**config.mk**
```make
export PLATFORM = sky130hd
export DESIGN_NAME = fifo_access_arbiter_flat
export DESIGN_NICKNAME = d
export VERILOG_FILES = /design/src/rtl/fifo_access_arbiter_pkg.sv /design/src/rtl/fifo_access_arbiter_if.sv /design/src/rtl/fifo_access_arbiter_rr_arb2.sv /design/src/rtl/fifo_access_arbiter.sv /design/src/flat_wrapper.sv
export SDC_FILE = /design/constraint.sdc
export NUM_CORES = 1
export LEC_CHECK = 0
export CAP_MARGIN = 20
export CELL_PAD_IN_SITES_DETAIL_PLACEMENT = 2
export CELL_PAD_IN_SITES_GLOBAL_PLACEMENT = 2
export CORE_UTILIZATION = 20
export CTS_CLUSTER_SIZE = 8
export DETAILED_ROUTE_END_ITERATION = 6
export GPL_ROUTABILITY_DRIVEN = 0
export MAX_ROUTING_LAYER = met4
export PLACE_DENSITY = 0.86
export SETUP_SLACK_MARGIN = 0.15
export SYNTH_ARGS = -nofsm -noshare
export SYNTH_HDL_FRONTEND = slang
export SYNTH_SLANG_ARGS = --single-unit
```
**constraint.sdc**
```tcl
create_clock -name clk -period 3.9 [get_ports clk]
set_clock_uncertainty 0.05 [all_clocks]
set_input_delay 0.585 -clock clk [delete_from_list [all_inputs] [get_ports clk]]
set_output_delay 0.585 -clock clk [all_outputs]
set_load 0.02 [all_outputs]
```
**src/rtl/fifo_access_arbiter_pkg.sv**
```systemverilog
`default_nettype none
// ---------------------------------------------------------------------------
// fifo_arb_pkg: shared width and FSM encoding for the status FIFO arbiter.
// Rev 1.0
// ---------------------------------------------------------------------------
package fifo_arb_pkg;

   localparam int DATA_W = 9;

   typedef enum logic [2:0] {
      ST_IDLE    = 3'd0,
      ST_WR      = 3'd1,
      ST_RD      = 3'd2,
      ST_RD_WAIT = 3'd3,
      ST_CLR_OV  = 3'd4
   } state_t;

endpackage
`default_nettype wire

```
**src/rtl/fifo_access_arbiter_if.sv**
```systemverilog
`default_nettype none
// ---------------------------------------------------------------------------
// fifo_access_arbiter_if: requester handshakes plus the FIFO strobe/status bus.
// Rev 1.0
// ---------------------------------------------------------------------------
interface fifo_access_arbiter_if;
   import fifo_arb_pkg::*;

   logic              wr_req_a;
   logic              wr_req_b;
   logic [DATA_W-1:0] wr_data_a;
   logic [DATA_W-1:0] wr_data_b;
   logic              wr_ack_a;
   logic              wr_ack_b;
   logic              rd_req;
   logic [DATA_W-1:0] rd_data;
   logic              rd_valid;
   logic              fifo_full;
   logic              fifo_empty;
   logic              fifo_ov;
   logic [DATA_W-1:0] fifo_data_out;
   logic              fifo_read_n;
   logic              fifo_write_n;
   logic              fifo_clear_ov_n;
   logic [DATA_W-1:0] fifo_data_in;
   logic              ov_flag;

   // master: the arbiter itself; slave: requesters and FIFO around it
   modport master (
      input  wr_req_a, wr_req_b, wr_data_a, wr_data_b, rd_req,
      input  fifo_full, fifo_empty, fifo_ov, fifo_data_out,
      output wr_ack_a, wr_ack_b, rd_data, rd_valid,
      output fifo_read_n, fifo_write_n, fifo_clear_ov_n, fifo_data_in, ov_flag
   );

   modport slave (
      output wr_req_a, wr_req_b, wr_data_a, wr_data_b, rd_req,
      output fifo_full, fifo_empty, fifo_ov, fifo_data_out,
      input  wr_ack_a, wr_ack_b, rd_data, rd_valid,
      input  fifo_read_n, fifo_write_n, fifo_clear_ov_n, fifo_data_in, ov_flag
   );

endinterface
`default_nettype wire

```
**src/rtl/fifo_access_arbiter_rr_arb2.sv**
```systemverilog
`default_nettype none
// ---------------------------------------------------------------------------
// rr_arb2: two-way round-robin arbiter; pointer moves past the granted port.
// Rev 1.0
// ---------------------------------------------------------------------------
module rr_arb2 (
   input  logic       clk,
   input  logic       rst_n,
   input  logic [1:0] req,
   input  logic       advance,
   output logic [1:0] grant
);

   logic ptr_q;
   logic ptr_d;

   // ptr_q = 0 favours port 0 (A) on a tie, 1 favours port 1 (B)
   always_comb begin
      grant = req;
      if (req == 2'b11) begin
         grant = ptr_q ? 2'b10 : 2'b01;
      end
      ptr_d = ptr_q;
      if (advance && (grant != 2'b00)) begin
         ptr_d = grant[0];
      end
   end

   always_ff @(posedge clk or negedge rst_n) begin
      if (!rst_n) begin
         ptr_q <= 1'b0;
      end else begin
         ptr_q <= ptr_d;
      end
   end

endmodule
`default_nettype wire

```
**src/rtl/fifo_access_arbiter.sv**
```systemverilog
`default_nettype none
// ---------------------------------------------------------------------------
// fifo_access_arbiter: shares one status FIFO between writers A/B and a reader.
// Rev 1.0
// ---------------------------------------------------------------------------
module fifo_access_arbiter
   import fifo_arb_pkg::*;
#(
   parameter bit READ_PRIO = 1'b1
) (
   input  logic                  clk,
   input  logic                  rst_n,
   fifo_access_arbiter_if.master bus
);

   state_t            state_q;
   state_t            state_d;
   logic              win_b_q;
   logic              win_b_d;
   logic [DATA_W-1:0] data_in_q;
   logic [DATA_W-1:0] data_in_d;
   logic              ov_flag_q;
   logic              ov_flag_d;
   logic              rd_legal;
   logic              wr_legal;
   logic              advance;
   logic [1:0]        grant;

   rr_arb2 u_rr_arb2 (
      .clk     (clk),
      .rst_n   (rst_n),
      .req     ({bus.wr_req_b, bus.wr_req_a}),
      .advance (advance),
      .grant   (grant)
   );

   // Every operation returns to IDLE so FIFO flags are always sampled fresh.
   always_comb begin
      state_d   = state_q;
      win_b_d   = win_b_q;
      data_in_d = data_in_q;
      ov_flag_d = ov_flag_q;
      advance   = 1'b0;
      rd_legal  = bus.rd_req & ~bus.fifo_empty;
      wr_legal  = (bus.wr_req_a | bus.wr_req_b) & ~bus.fifo_full;
      unique case (state_q)
         ST_IDLE: begin
            if (bus.fifo_ov) begin
               state_d = ST_CLR_OV;
            end else if (rd_legal && (READ_PRIO || !wr_legal)) begin
               state_d = ST_RD;
            end else if (wr_legal) begin
               state_d   = ST_WR;
               advance   = 1'b1;
               win_b_d   = grant[1];
               data_in_d = grant[0] ? bus.wr_data_a : bus.wr_data_b;
            end
         end
         ST_WR:      state_d = ST_IDLE;
         ST_RD:      state_d = ST_RD_WAIT;
         ST_RD_WAIT: state_d = ST_IDLE;
         ST_CLR_OV: begin
            state_d   = ST_IDLE;
            ov_flag_d = 1'b1;
         end
         default:    state_d = ST_IDLE;
      endcase
   end

   always_ff @(posedge clk or negedge rst_n) begin
      if (!rst_n) begin
         state_q   <= ST_IDLE;
         win_b_q   <= 1'b0;
         data_in_q <= '0;
         ov_flag_q <= 1'b0;
      end else begin
         state_q   <= state_d;
         win_b_q   <= win_b_d;
         data_in_q <= data_in_d;
         ov_flag_q <= ov_flag_d;
      end
   end

   // Strobes decode registered state only, so reset releases them at once.
   assign bus.fifo_write_n    = (state_q != ST_WR);
   assign bus.fifo_read_n     = (state_q != ST_RD);
   assign bus.fifo_clear_ov_n = (state_q != ST_CLR_OV);
   assign bus.wr_ack_a        = (state_q == ST_WR) & ~win_b_q;
   assign bus.wr_ack_b        = (state_q == ST_WR) & win_b_q;
   assign bus.rd_valid        = (state_q == ST_RD_WAIT);
   assign bus.rd_data         = (state_q == ST_RD_WAIT) ? bus.fifo_data_out : '0;
   assign bus.fifo_data_in    = data_in_q;
   assign bus.ov_flag         = ov_flag_q;

endmodule
`default_nettype wire

```
**src/flat_wrapper.sv**
```systemverilog
// flat-port wrapper written by rule: the top's interface ports become plain ports
module fifo_access_arbiter_flat import fifo_arb_pkg::*;
#(
   parameter bit READ_PRIO = 1'b1
)
  (clk, rst_n, bus_wr_req_a, bus_wr_req_b, bus_wr_data_a, bus_wr_data_b, bus_rd_req, bus_fifo_full, bus_fifo_empty, bus_fifo_ov, bus_fifo_data_out, bus_wr_ack_a, bus_wr_ack_b, bus_rd_data, bus_rd_valid, bus_fifo_read_n, bus_fifo_write_n, bus_fifo_clear_ov_n, bus_fifo_data_in, bus_ov_flag);
  fifo_access_arbiter_if bus_i ();
  input  logic clk;
  input  logic rst_n;
  input wire logic [$bits(bus_i.wr_req_a)-1:0] bus_wr_req_a;
  input wire logic [$bits(bus_i.wr_req_b)-1:0] bus_wr_req_b;
  input wire logic [$bits(bus_i.wr_data_a)-1:0] bus_wr_data_a;
  input wire logic [$bits(bus_i.wr_data_b)-1:0] bus_wr_data_b;
  input wire logic [$bits(bus_i.rd_req)-1:0] bus_rd_req;
  input wire logic [$bits(bus_i.fifo_full)-1:0] bus_fifo_full;
  input wire logic [$bits(bus_i.fifo_empty)-1:0] bus_fifo_empty;
  input wire logic [$bits(bus_i.fifo_ov)-1:0] bus_fifo_ov;
  input wire logic [$bits(bus_i.fifo_data_out)-1:0] bus_fifo_data_out;
  output wire logic [$bits(bus_i.wr_ack_a)-1:0] bus_wr_ack_a;
  output wire logic [$bits(bus_i.wr_ack_b)-1:0] bus_wr_ack_b;
  output wire logic [$bits(bus_i.rd_data)-1:0] bus_rd_data;
  output wire logic [$bits(bus_i.rd_valid)-1:0] bus_rd_valid;
  output wire logic [$bits(bus_i.fifo_read_n)-1:0] bus_fifo_read_n;
  output wire logic [$bits(bus_i.fifo_write_n)-1:0] bus_fifo_write_n;
  output wire logic [$bits(bus_i.fifo_clear_ov_n)-1:0] bus_fifo_clear_ov_n;
  output wire logic [$bits(bus_i.fifo_data_in)-1:0] bus_fifo_data_in;
  output wire logic [$bits(bus_i.ov_flag)-1:0] bus_ov_flag;
  assign bus_i.wr_req_a = bus_wr_req_a;
  assign bus_i.wr_req_b = bus_wr_req_b;
  assign bus_i.wr_data_a = bus_wr_data_a;
  assign bus_i.wr_data_b = bus_wr_data_b;
  assign bus_i.rd_req = bus_rd_req;
  assign bus_i.fifo_full = bus_fifo_full;
  assign bus_i.fifo_empty = bus_fifo_empty;
  assign bus_i.fifo_ov = bus_fifo_ov;
  assign bus_i.fifo_data_out = bus_fifo_data_out;
  assign bus_wr_ack_a = bus_i.wr_ack_a;
  assign bus_wr_ack_b = bus_i.wr_ack_b;
  assign bus_rd_data = bus_i.rd_data;
  assign bus_rd_valid = bus_i.rd_valid;
  assign bus_fifo_read_n = bus_i.fifo_read_n;
  assign bus_fifo_write_n = bus_i.fifo_write_n;
  assign bus_fifo_clear_ov_n = bus_i.fifo_clear_ov_n;
  assign bus_fifo_data_in = bus_i.fifo_data_in;
  assign bus_ov_flag = bus_i.ov_flag;
  fifo_access_arbiter #(.READ_PRIO(READ_PRIO)) u_core (.clk(clk), .rst_n(rst_n), .bus(bus_i));
endmodule
```
### Yosys cells after proc, flatten, opt, wreduce, memory -nomap -nowiden

Cells that the tools add are included.

| cells by class | value |
|---|---|
| add/subtract/negate cells | 0 |
| multiply operators | 0 |
| divide/modulo/power cells | 0 |
| $lt $le $gt $ge | 0 |
| equal/unequal tests | 9 |
| shift operators | 0 |
| mux-type cells | 12 |
| bitwise logic cells | 10 |
| reductions and logical operators | 4 |

Operator list:

| kind | count |
|---|---|
| $mux W9 | 2 |
| $mux W3 | 3 |
| $eq A3 B2 Y1 const B | 2 |
| $pmux W3 S2 | 1 |
| $not A1 Y1 | 5 |
| $and A1 B1 Y1 | 4 |
| $mux W1 | 4 |
| $mux W2 | 2 |
| $ne A4 B2 Y1 const B | 1 |
| $reduce_and A4 Y1 | 1 |
| $eq A3 B1 Y1 const B | 1 |
| $eq A3 B3 Y1 const B | 1 |
| $logic_not A3 Y1 | 1 |
| $ne A3 B1 Y1 const B | 1 |
| $ne A3 B2 Y1 const B | 1 |
| $ne A3 B3 Y1 const B | 1 |
| $eq A2 B2 Y1 const B | 1 |
| $reduce_bool A2 Y1 | 1 |
| $logic_and A1 B1 Y1 | 1 |
| $or A1 B1 Y1 | 1 |

| word-level totals | value |
|---|---|
| register bits | 15 |
| bits in latches | 0 |
| bits in writable memories | 0 |
| memory bits (read-only) | 0 |
| input port bits | 35 |
| output and inout bits | 25 |
| word-level logic and storage cells | 40 |
| memories kept | 0 |

### Logic depth before layout (Yosys ltp)

Gate-level depths: netlist of the first run.

| logic depth | value |
|---|---|
| depth in word-level cells | 7 |
| depth in mapped cells | 4 |
| gate-level depth less buffers | 3 |

### Cells and area by module

A second synthesis of the first run with hierarchy kept.

| second synthesis, totals | value |
|---|---|
| cell total of the unflattened synthesis | 72 |
| area total of the unflattened synthesis | 838.3 um^2 |

Modules (own cells, without submodules):

| module | times used | cells an instance | area an instance (um^2) | sequential area each (um^2) |
|---|---|---|---|---|
| fifo_access_arbiter | 1 | 66 | 783.3 | 350.3 |
| rr_arb2 | 1 | 6 | 55.1 | 25.0 |

### Least setup slack after synthesis of the first run

OpenSTA, ideal clock, no wires.

| timing path | value |
|---|---|
| path type | input -> register |
| start point | in bus_wr_req_a |
| end point | reg u_core.data_in_q[0] (netlist: u_core.bus.fifo_data_in[0]) |
| library setup time | 0.125 ns |
| data arrival time | 1.753 ns |
| required time | 3.725 ns |
| path slack | 1.973 ns |
| stages | 4 |
| path buffers | 1 |
| cells stage by stage | a21boi_0 > clkbuf_1 > mux2_2 > mux2_2 |

| between the ends | value |
|---|---|
| word-level cells in the longest chain between the ends | 3 |
| elaborated cells between the ends (all ways) | 6 |
| classes of those cells | 1 x eq/ne; 2 x mux; 2 x bitwise; 1 x reduce/logical |

Ends and longest elaborated chain:

| element | RTL line | RTL |
|---|---|---|
| start: declaration | flat_wrapper.sv:10 | `input wire logic [$bits(bus_i.wr_req_a)-1:0] bus_wr_req_a;` |
| $eq A2 B2 Y1 or $or A1 B1 Y1 (tied branches) | fifo_access_arbiter_rr_arb2.sv:20, fifo_access_arbiter.sv:45 |  |
| $mux W2 or $and A1 B1 Y1 (tied branches) | fifo_access_arbiter_rr_arb2.sv:20, fifo_access_arbiter.sv:45 |  |
| $mux W9 or $reduce_and A4 Y1 (tied branches) | n/a |  |
| end signal: assignment | fifo_access_arbiter.sv:79 | `data_in_q <= data_in_d;` |
| end: declaration | fifo_access_arbiter.sv:20 | `logic [DATA_W-1:0] data_in_q;` |

Several ways; a longest one is shown, not always the timed one.
A chain may end at the register's enable or synchronous reset.

### Worst setup path after layout of the first run

| timing path | value |
|---|---|
| start point | reg u_core.state_q[1] |
| end point | out bus_wr_ack_b |

| between the ends | value |
|---|---|
| word-level cells in the longest chain between the ends | 2 |

Ends and longest elaborated chain:

| element | RTL line | RTL |
|---|---|---|
| start: declaration | fifo_access_arbiter.sv:16 | `state_t state_q;` |
| start signal: assignment | fifo_access_arbiter.sv:77 | `state_q <= state_d;` |
| $eq A3 B1 Y1 | fifo_access_arbiter.sv:89 | `assign bus.wr_ack_b = (state_q == ST_WR) & win_b_q;` |
| $and A1 B1 Y1 | fifo_access_arbiter.sv:89 |  |
| end: declaration | flat_wrapper.sv:20 | `output wire logic [$bits(bus_i.wr_ack_b)-1:0] bus_wr_ack_b;` |

No other way between the ends.

==> flow_summary_export.csv, run 1 <==
group,metric,value,unit
floorplan,die-area,4358,sq um
timing,tightest_slew,1.006,ns
grt,grt-ovfl-total,0,
clock_tree,clock_sinks,15,
clock_tree,clkLatencyLatePin,0.26,ns
detailed_routing,drtIter0Drc,7,
place,dp_hpwl,2111,microns
setup_path,crit_type,"reg -> out",
timing,hold_viol,0,
grt,grt_pass1_vias,816,
clock_tree,cts_setup_buffers,0,
layout,final_area,1496,sq um
place,port_buffers,59,
timing,fmax,387.0,MHz
place,placed_area,1451,sq um
clock_tree,clkTransAtPathRegs,0.06,ns
setup_path,critPathRequiredTime,3.26,ns
grt,antenna_found_initial,0,
timing,fin_tns_setup,0,ns
pwr,power.density,593.3,nW/um^2
floorplan,chipHeight,66.02,microns
floorplan,fp-row-count,22,
detailed_routing,wirelength,2591,microns
setup_path,crit_path_start_kind,"flip-flop",
logic_synthesis,netlist_area,819.5,sq um
grt,grt_max_degree,16,
logic_synthesis,synth_cells,69,
setup_path,crit_arrival,1.95,ns
grt,grt.total_usage,13.34,%
setup_path,r2r_slack,1.80,ns
timing,slew_violations,0,
setup_path,critPathCapture,"bus_wr_ack_b",
clock_tree,hold_buffers,0,
detailed_routing,ant_nets,0,
timing,setup_viol,0,
setup_path,crit_path_end_kind,"output pin",
outcome,status,"complete, no violations",
logic_synthesis,syn_nets,104,
floorplan,ios,60,
detailed_routing,vias_per_cell,4.277,
clock_tree,post_cts_resized,0,
detailed_routing,dr_total_vias,757,
floorplan,core-area,3799,sq um
layout,final_cell_mix,"clkdlybuf4s50_1, mux2_2, dfrtp_1",
pwr,p_leak,0.5920,nW
logic_synthesis,ys_seq_elements,15,
layout,layout.nets,165,
floorplan,die_x,66.02,microns
timing,rsz0062_at_grt,"false",
pwr,peakVddDrop,0.0001863,V
logic_synthesis,ys_types,18,
logic_synthesis,yosysSeqAreaShare,45.80,%
setup_path,crit_start,"u_core.state_q[1]",
logic_synthesis,yosysWarnings,0,
setup_path,ff2ff_path_depth,3,
timing,timing.final.crit_share,66.26,%
clock_tree,clockRootBuffer,"clkbuf_8",
layout,num_antenna_cells,0,
timing,period_needed,2.584,ns
grt,grt_pass1_wl,4153,microns
layout,drive_above_1_share,20.93,%
worst_hold_path,min_path_type,"reg -> reg",
layout,syn_to_final_growth,82.60,%
clock_tree,cts_buffer_depth,2,
timing,slew_headroom,32.80,%
layout,fillers,406,
detailed_routing,routedWlPerCell,14.64,microns
detailed_routing,first_pass_iters,3,
clock_tree,cts_buffers,3,
clock_tree,h-tree-depth,1,
setup_path,worstPathMaxFanout,7,
floorplan,start_util,21.57,%
setup_path,r2r-end,"u_core.u_rr_arb2.ptr_q",
detailed_routing,route.detailed.drc,0,
flow_run,drv_cap,0,
clock_tree,cts_tree,"built",
setup_path,r2r_start,"u_core.state_q[1]",
logic_synthesis,syn_avg_cell_area,11.88,sq um
layout,final_common_cell,"clkdlybuf4s50_1",
[worst min path at each step]
| stage | start | endpoint | slack (ns) | cells past startpoint |
|---|---|---|---|---|
| after global placement | u_core.bus.ov_flag | u_core.bus.ov_flag | 0.41 | 1 |
| after global routing | u_core.bus.ov_flag | u_core.bus.ov_flag | 0.46 | 1 |
| after floorplan | rst_n | u_core.bus.fifo_data_in[0] | 0.24 | 0 |
| after CTS | u_core.bus.ov_flag | u_core.bus.ov_flag | 0.42 | 1 |
| final | u_core.bus.ov_flag | u_core.bus.ov_flag | 0.42 | 1 |
| after detailed placement | u_core.bus.ov_flag | u_core.bus.ov_flag | 0.41 | 1 |
[area by class of cell]
cell class	instances	area (sq um)	share of cell area, %
clock buffers	4	45.04	3.010
multi-input cells	49	417.9	27.93
flip-flops and latches	15	375.4	25.08
well taps	48	60.06	4.013
inverters	2	7.507	0.5017
repair buffers	59	590.6	39.46
[per-layer routing]
layer  track usage (%)  part of all wire, %  vias up
met4             5.585                  1.6        0
li1                  -                    -      351
met3             4.138                  9.3        5
met5                 -                    0        -
met2             21.56                   48       38
met1             15.23                   41      363
[cell usage after synthesis]
cell | n | area (sq um)
a21boi_0 | 1 | 7.510
and2_1 | 10 | 62.56
and2b_2 | 1 | 8.760
and3b_2 | 1 | 10.01
buf_6 | 1 | 11.26
clkbuf_1 | 2 | 7.510
dfrtp_1 | 15 | 375.4
inv_1 | 2 | 7.510
mux2_2 | 19 | 214.0
mux2i_1 | 1 | 10.01
nand2_1 | 2 | 7.510
nand2b_1 | 1 | 6.260
nor2_1 | 7 | 26.28
nor4_1 | 1 | 6.260
nor4b_4 | 1 | 23.77
o21a_1 | 2 | 15.01
or3_4 | 1 | 11.26
or3b_2 | 1 | 8.760
[registers in the layout, indices dropped and copies added, names as in the netlist]
register	flops
u_core.bus.fifo_data_in	9
u_core.state_q	3
u_core.bus.ov_flag	1
u_core.win_b_q	1
u_core.u_rr_arb2.ptr_q	1
[report_power, final]
part,internal (mW),switching (mW)
Clock,0.0727,0.0620
Combinational,0.259,0.213
Sequential,0.229,0.0529
Total,0.560,0.328
[stage by stage]
| stage | utilization (%) | instances | total power [mW] | worst slack (ns) | hold WS [ns] |
|---|---|---|---|---|---|
| floorplan | - | 69 | 0.5316 | 1.973 | 0.2394 |
| global placement | 38.21 | 173 | 0.7433 | 1.226 | 0.4061 |
| detailed placement | 38.21 | 173 | 0.7649 | 1.117 | 0.4081 |
| CTS | 39.39 | 177 | 0.9028 | 1.279 | 0.4250 |
| global route | 39.39 | 177 | 0.9436 | 1.237 | 0.4605 |
| finish | 39.39 | 177 | 0.8879 | 1.316 | 0.4197 |
[worst max-delay path: stages (launching register included)]
cell	delay, ns
dfrtp_1	0.45
or3b_2	0.50
nor2_1	0.12
clkdlybuf4s50_1	0.62
[logic make-up (layout without fill, tap and decap cells)]
kind of cell,after synthesis,after routing,synth area share (%)
muxes,20,20,27.33
and+or+nand+nor,26,26,20.92
DFF,15,15,45.80
AOI/OAI and AO/OA,3,3,2.748
buffers and inverters,5,65,3.207
Note: power is estimated with default switching activity, not from simulation.
==> run 2, diff against run 1 <==
--- a/config.mk
+++ b/config.mk
@@ -8,12 +8,12 @@
 export CAP_MARGIN = 20
 export CELL_PAD_IN_SITES_DETAIL_PLACEMENT = 2
 export CELL_PAD_IN_SITES_GLOBAL_PLACEMENT = 2
-export CORE_UTILIZATION = 20
+export CORE_UTILIZATION = 19
 export CTS_CLUSTER_SIZE = 8
 export DETAILED_ROUTE_END_ITERATION = 6
 export GPL_ROUTABILITY_DRIVEN = 0
 export MAX_ROUTING_LAYER = met4
-export PLACE_DENSITY = 0.86
+export PLACE_DENSITY = 0.83
 export SETUP_SLACK_MARGIN = 0.15
 export SYNTH_ARGS = -nofsm -noshare
 export SYNTH_HDL_FRONTEND = slang
==> constraint.sdc (replaced) <==
create_clock -name clk -period 2.55 [get_ports clk]
set_clock_uncertainty 0.05 [all_clocks]
set_input_delay 0.3825 -clock clk [delete_from_list [all_inputs] [get_ports clk]]
set_output_delay 0.3825 -clock clk [all_outputs]
set_load 0.02 [all_outputs]
==> run 2 against run 1 <==
Net effect: flip-flop and latch count unchanged; first-iteration DRC count up 43%; combinational power up 55%; global-route usage down 0.22 points; clock power up 43%; highest routed layer unchanged; sequential share of layout area down 0.37 points; non-clock buffer count up 2; sequential power up 53%; wire length up 4.3%; count of clock-buffer cells in the layout unchanged; cell count up 2.3%; die area up 5.1%.
==> flow_summary_export.csv, run 2 (synthesis gave the netlist of run 1 again) <==
group,metric,value,unit
clock_tree,cts_buffer_depth,2,
timing,fin_tns_setup,0,ns
setup_path,crit_path_start_kind,"flip-flop",
place,placed_area,1469,sq um
layout,final_area,1519,sq um
floorplan,start_util,20.20,%
pwr,power.density,893.7,nW/um^2
setup_path,cpMaxStageDelayCell,"clkdlybuf4s50_1",
timing,hold_viol,0,
floorplan,fp-row-count,23,
setup_path,r2r_slack,0.73,ns
setup_path,crit_type,"reg -> out",
layout,syn_to_final_growth,85.34,%
clock_tree,clockRootBuffer,"clkbuf_8",
detailed_routing,first_pass_iters,4,
place,port_buffers,59,
clock_tree,h-tree-depth,1,
worst_hold_path,min_path_type,"reg -> reg",
clock_tree,hold_buffers,0,
place,dpl_worst_slack,0.4296,ns
pwr,peakVddDrop,0.0003715,V
setup_path,r2r-end,"u_core.u_rr_arb2.ptr_q",
grt,grt_max_degree,16,
setup_path,crit_arrival,1.78,ns
clock_tree,post_cts_resized,0,
setup_path,ff2ff_path_depth,4,
floorplan,chipHeight,67.68,microns
floorplan,die_x,67.68,microns
timing,layout_setup_ws,0.3372,ns
timing,setup_viol,0,
grt,antenna_found_initial,0,
grt,grt-ovfl-total,0,
layout,utilization,37.43,%
timing,fmax,451.9,MHz
setup_path,crit_path_end_kind,"output pin",
grt,grt.total_usage,13.11,%
layout,num_antenna_cells,0,
clock_tree,clock_sinks,15,
outcome,status,"complete, no violations",
setup_path,critPathRequiredTime,2.12,ns
floorplan,ios,60,
timing,tightest_slew,0.6750,ns
layout,drive_above_1_share,22.14,%
flow_run,drv_cap,0,
timing,slew_violations,0,
place,place_inst,177,
layout,final_cell_mix,"clkdlybuf4s50_1, mux2_2, dfrtp_1",
timing,rsz0062_at_grt,"false",
timing,timing.final.crit_share,86.77,%
clock_tree,cts_buffers,3,
worst_hold_path,min_to,"u_core.bus.ov_flag",
worst_hold_path,whs_path_depth,1,
detailed_routing,route.detailed.drc,0,
layout,stdcell_count,181,
clock_tree,cts_setup_buffers,0,
detailed_routing,ant_nets,0,
grt,grt_pass1_vias,816,
pwr,p_leak,0.6377,nW
floorplan,die-area,4580,sq um
layout,largest_reg_flops,9,
clock_tree,cts_tree,"built",
grt,grt_pass1_wl,4133,microns
detailed_routing,drtIter0Drc,10,
detailed_routing,routedWlPerCell,14.93,microns
timing,period_needed,2.213,ns
clock_tree,clkLatencyLatePin,0.24,ns
layout,final_common_cell,"clkdlybuf4s50_1",
setup_path,crit_chain,"and3b_2, and2_1, clkdlybuf4s50_1",
layout,layout.nets,167,
detailed_routing,wirelength,2703,microns
clock_tree,clkTransAtPathRegs,0.06,ns
timing,slew_headroom,54.86,%
place,dp_hpwl,2298,microns
detailed_routing,dr_total_vias,767,
detailed_routing,vias_per_cell,4.238,
setup_path,r2r_start,"u_core.state_q[1]",
setup_path,worstPathMaxFanout,10,
setup_path,slowest_delay,0.61,ns
worst_hold_path,hold_path_startpoint,"u_core.bus.ov_flag",
floorplan,core-area,4058,sq um
## run 2: changes by cell type in the layout (fill, tap and decap cells not counted), sizes merged
cell           before  now
clkdlybuf4s50      59   57
buf                 0    2
dlymetal6s2s        0    2
## run 2: layer usage
metal  share of wire, %  vias up  GRT usage (%)  routed length [microns]
met5                  0        -              -                        0
met2                 55       37          23.89                     1476
met3                9.5        4          3.716                      258
met4               0.70        0          4.787                       19
met1                 35      366          13.10                      948
li1                   -      360              -                        -
## run 2: worst max-delay path: cells and delay by family, from the launching register on
kind / cells / cell delay, ns
buffers and inverters: 1 / 0.61
flip-flops: 1 / 0.41
AND/OR/NAND/NOR: 2 / 0.51
## run 2: how the worst max path moves through the flow
stage                           start                          to  slack (ns)  depth (start not counted)
floorplan                bus_wr_req_a  u_core.bus.fifo_data_in[0]        0.83                          4
global placement       bus_fifo_empty  u_core.bus.fifo_data_in[4]        0.47                          5
detailed placement     bus_fifo_empty  u_core.bus.fifo_data_in[6]        0.43                          5
CTS                 u_core.state_q[1]                bus_wr_ack_a        0.18                          3
global route        u_core.state_q[1]              bus_rd_data[0]        0.23                          3
finish              u_core.state_q[2]              bus_rd_data[0]        0.34                          3
## run 2: area by class of cell
class | instances | area (sq um)
clock buffers | 4 | 45.04
inverters | 2 | 7.507
well taps | 50 | 62.56
multi-input cells | 49 | 417.9
repair buffers | 61 | 610.6
flip-flops and latches | 15 | 375.4
fillers | 427 | 2539
## run 2: power by group
group | total (mW) | internal (mW) | switching (mW) | leakage [nW]
clock network | 0.193 | 0.111 | 0.0825 | 0.0228
registers | 0.432 | 0.350 | 0.0824 | 0.179
logic | 0.732 | 0.400 | 0.332 | 0.436
total | 1.36 | 0.861 | 0.497 | 0.638
## run 2: stage by stage
| stage | power [mW] | hold WS, ns |
|---|---|---|
| after global placement | 1.147 | 0.4107 |
| after floorplan | 0.8130 | 0.03691 |
| after detailed placement | 1.184 | 0.4176 |
| after CTS | 1.386 | 0.4358 |
| after global routing | 1.452 | 0.4539 |
| final | 1.358 | 0.4280 |
==> run 3, diff against run 2 <==
--- a/config.mk
+++ b/config.mk
@@ -5,11 +5,9 @@
 export SDC_FILE = /design/constraint.sdc
 export NUM_CORES = 1
 export LEC_CHECK = 0
-export CAP_MARGIN = 20
 export CELL_PAD_IN_SITES_DETAIL_PLACEMENT = 2
 export CELL_PAD_IN_SITES_GLOBAL_PLACEMENT = 2
 export CORE_UTILIZATION = 19
-export CTS_CLUSTER_SIZE = 8
 export DETAILED_ROUTE_END_ITERATION = 6
 export GPL_ROUTABILITY_DRIVEN = 0
 export MAX_ROUTING_LAYER = met4
==> results of run 3 <==
No change in the layout: final DEF, timing and power equal those of run 2.
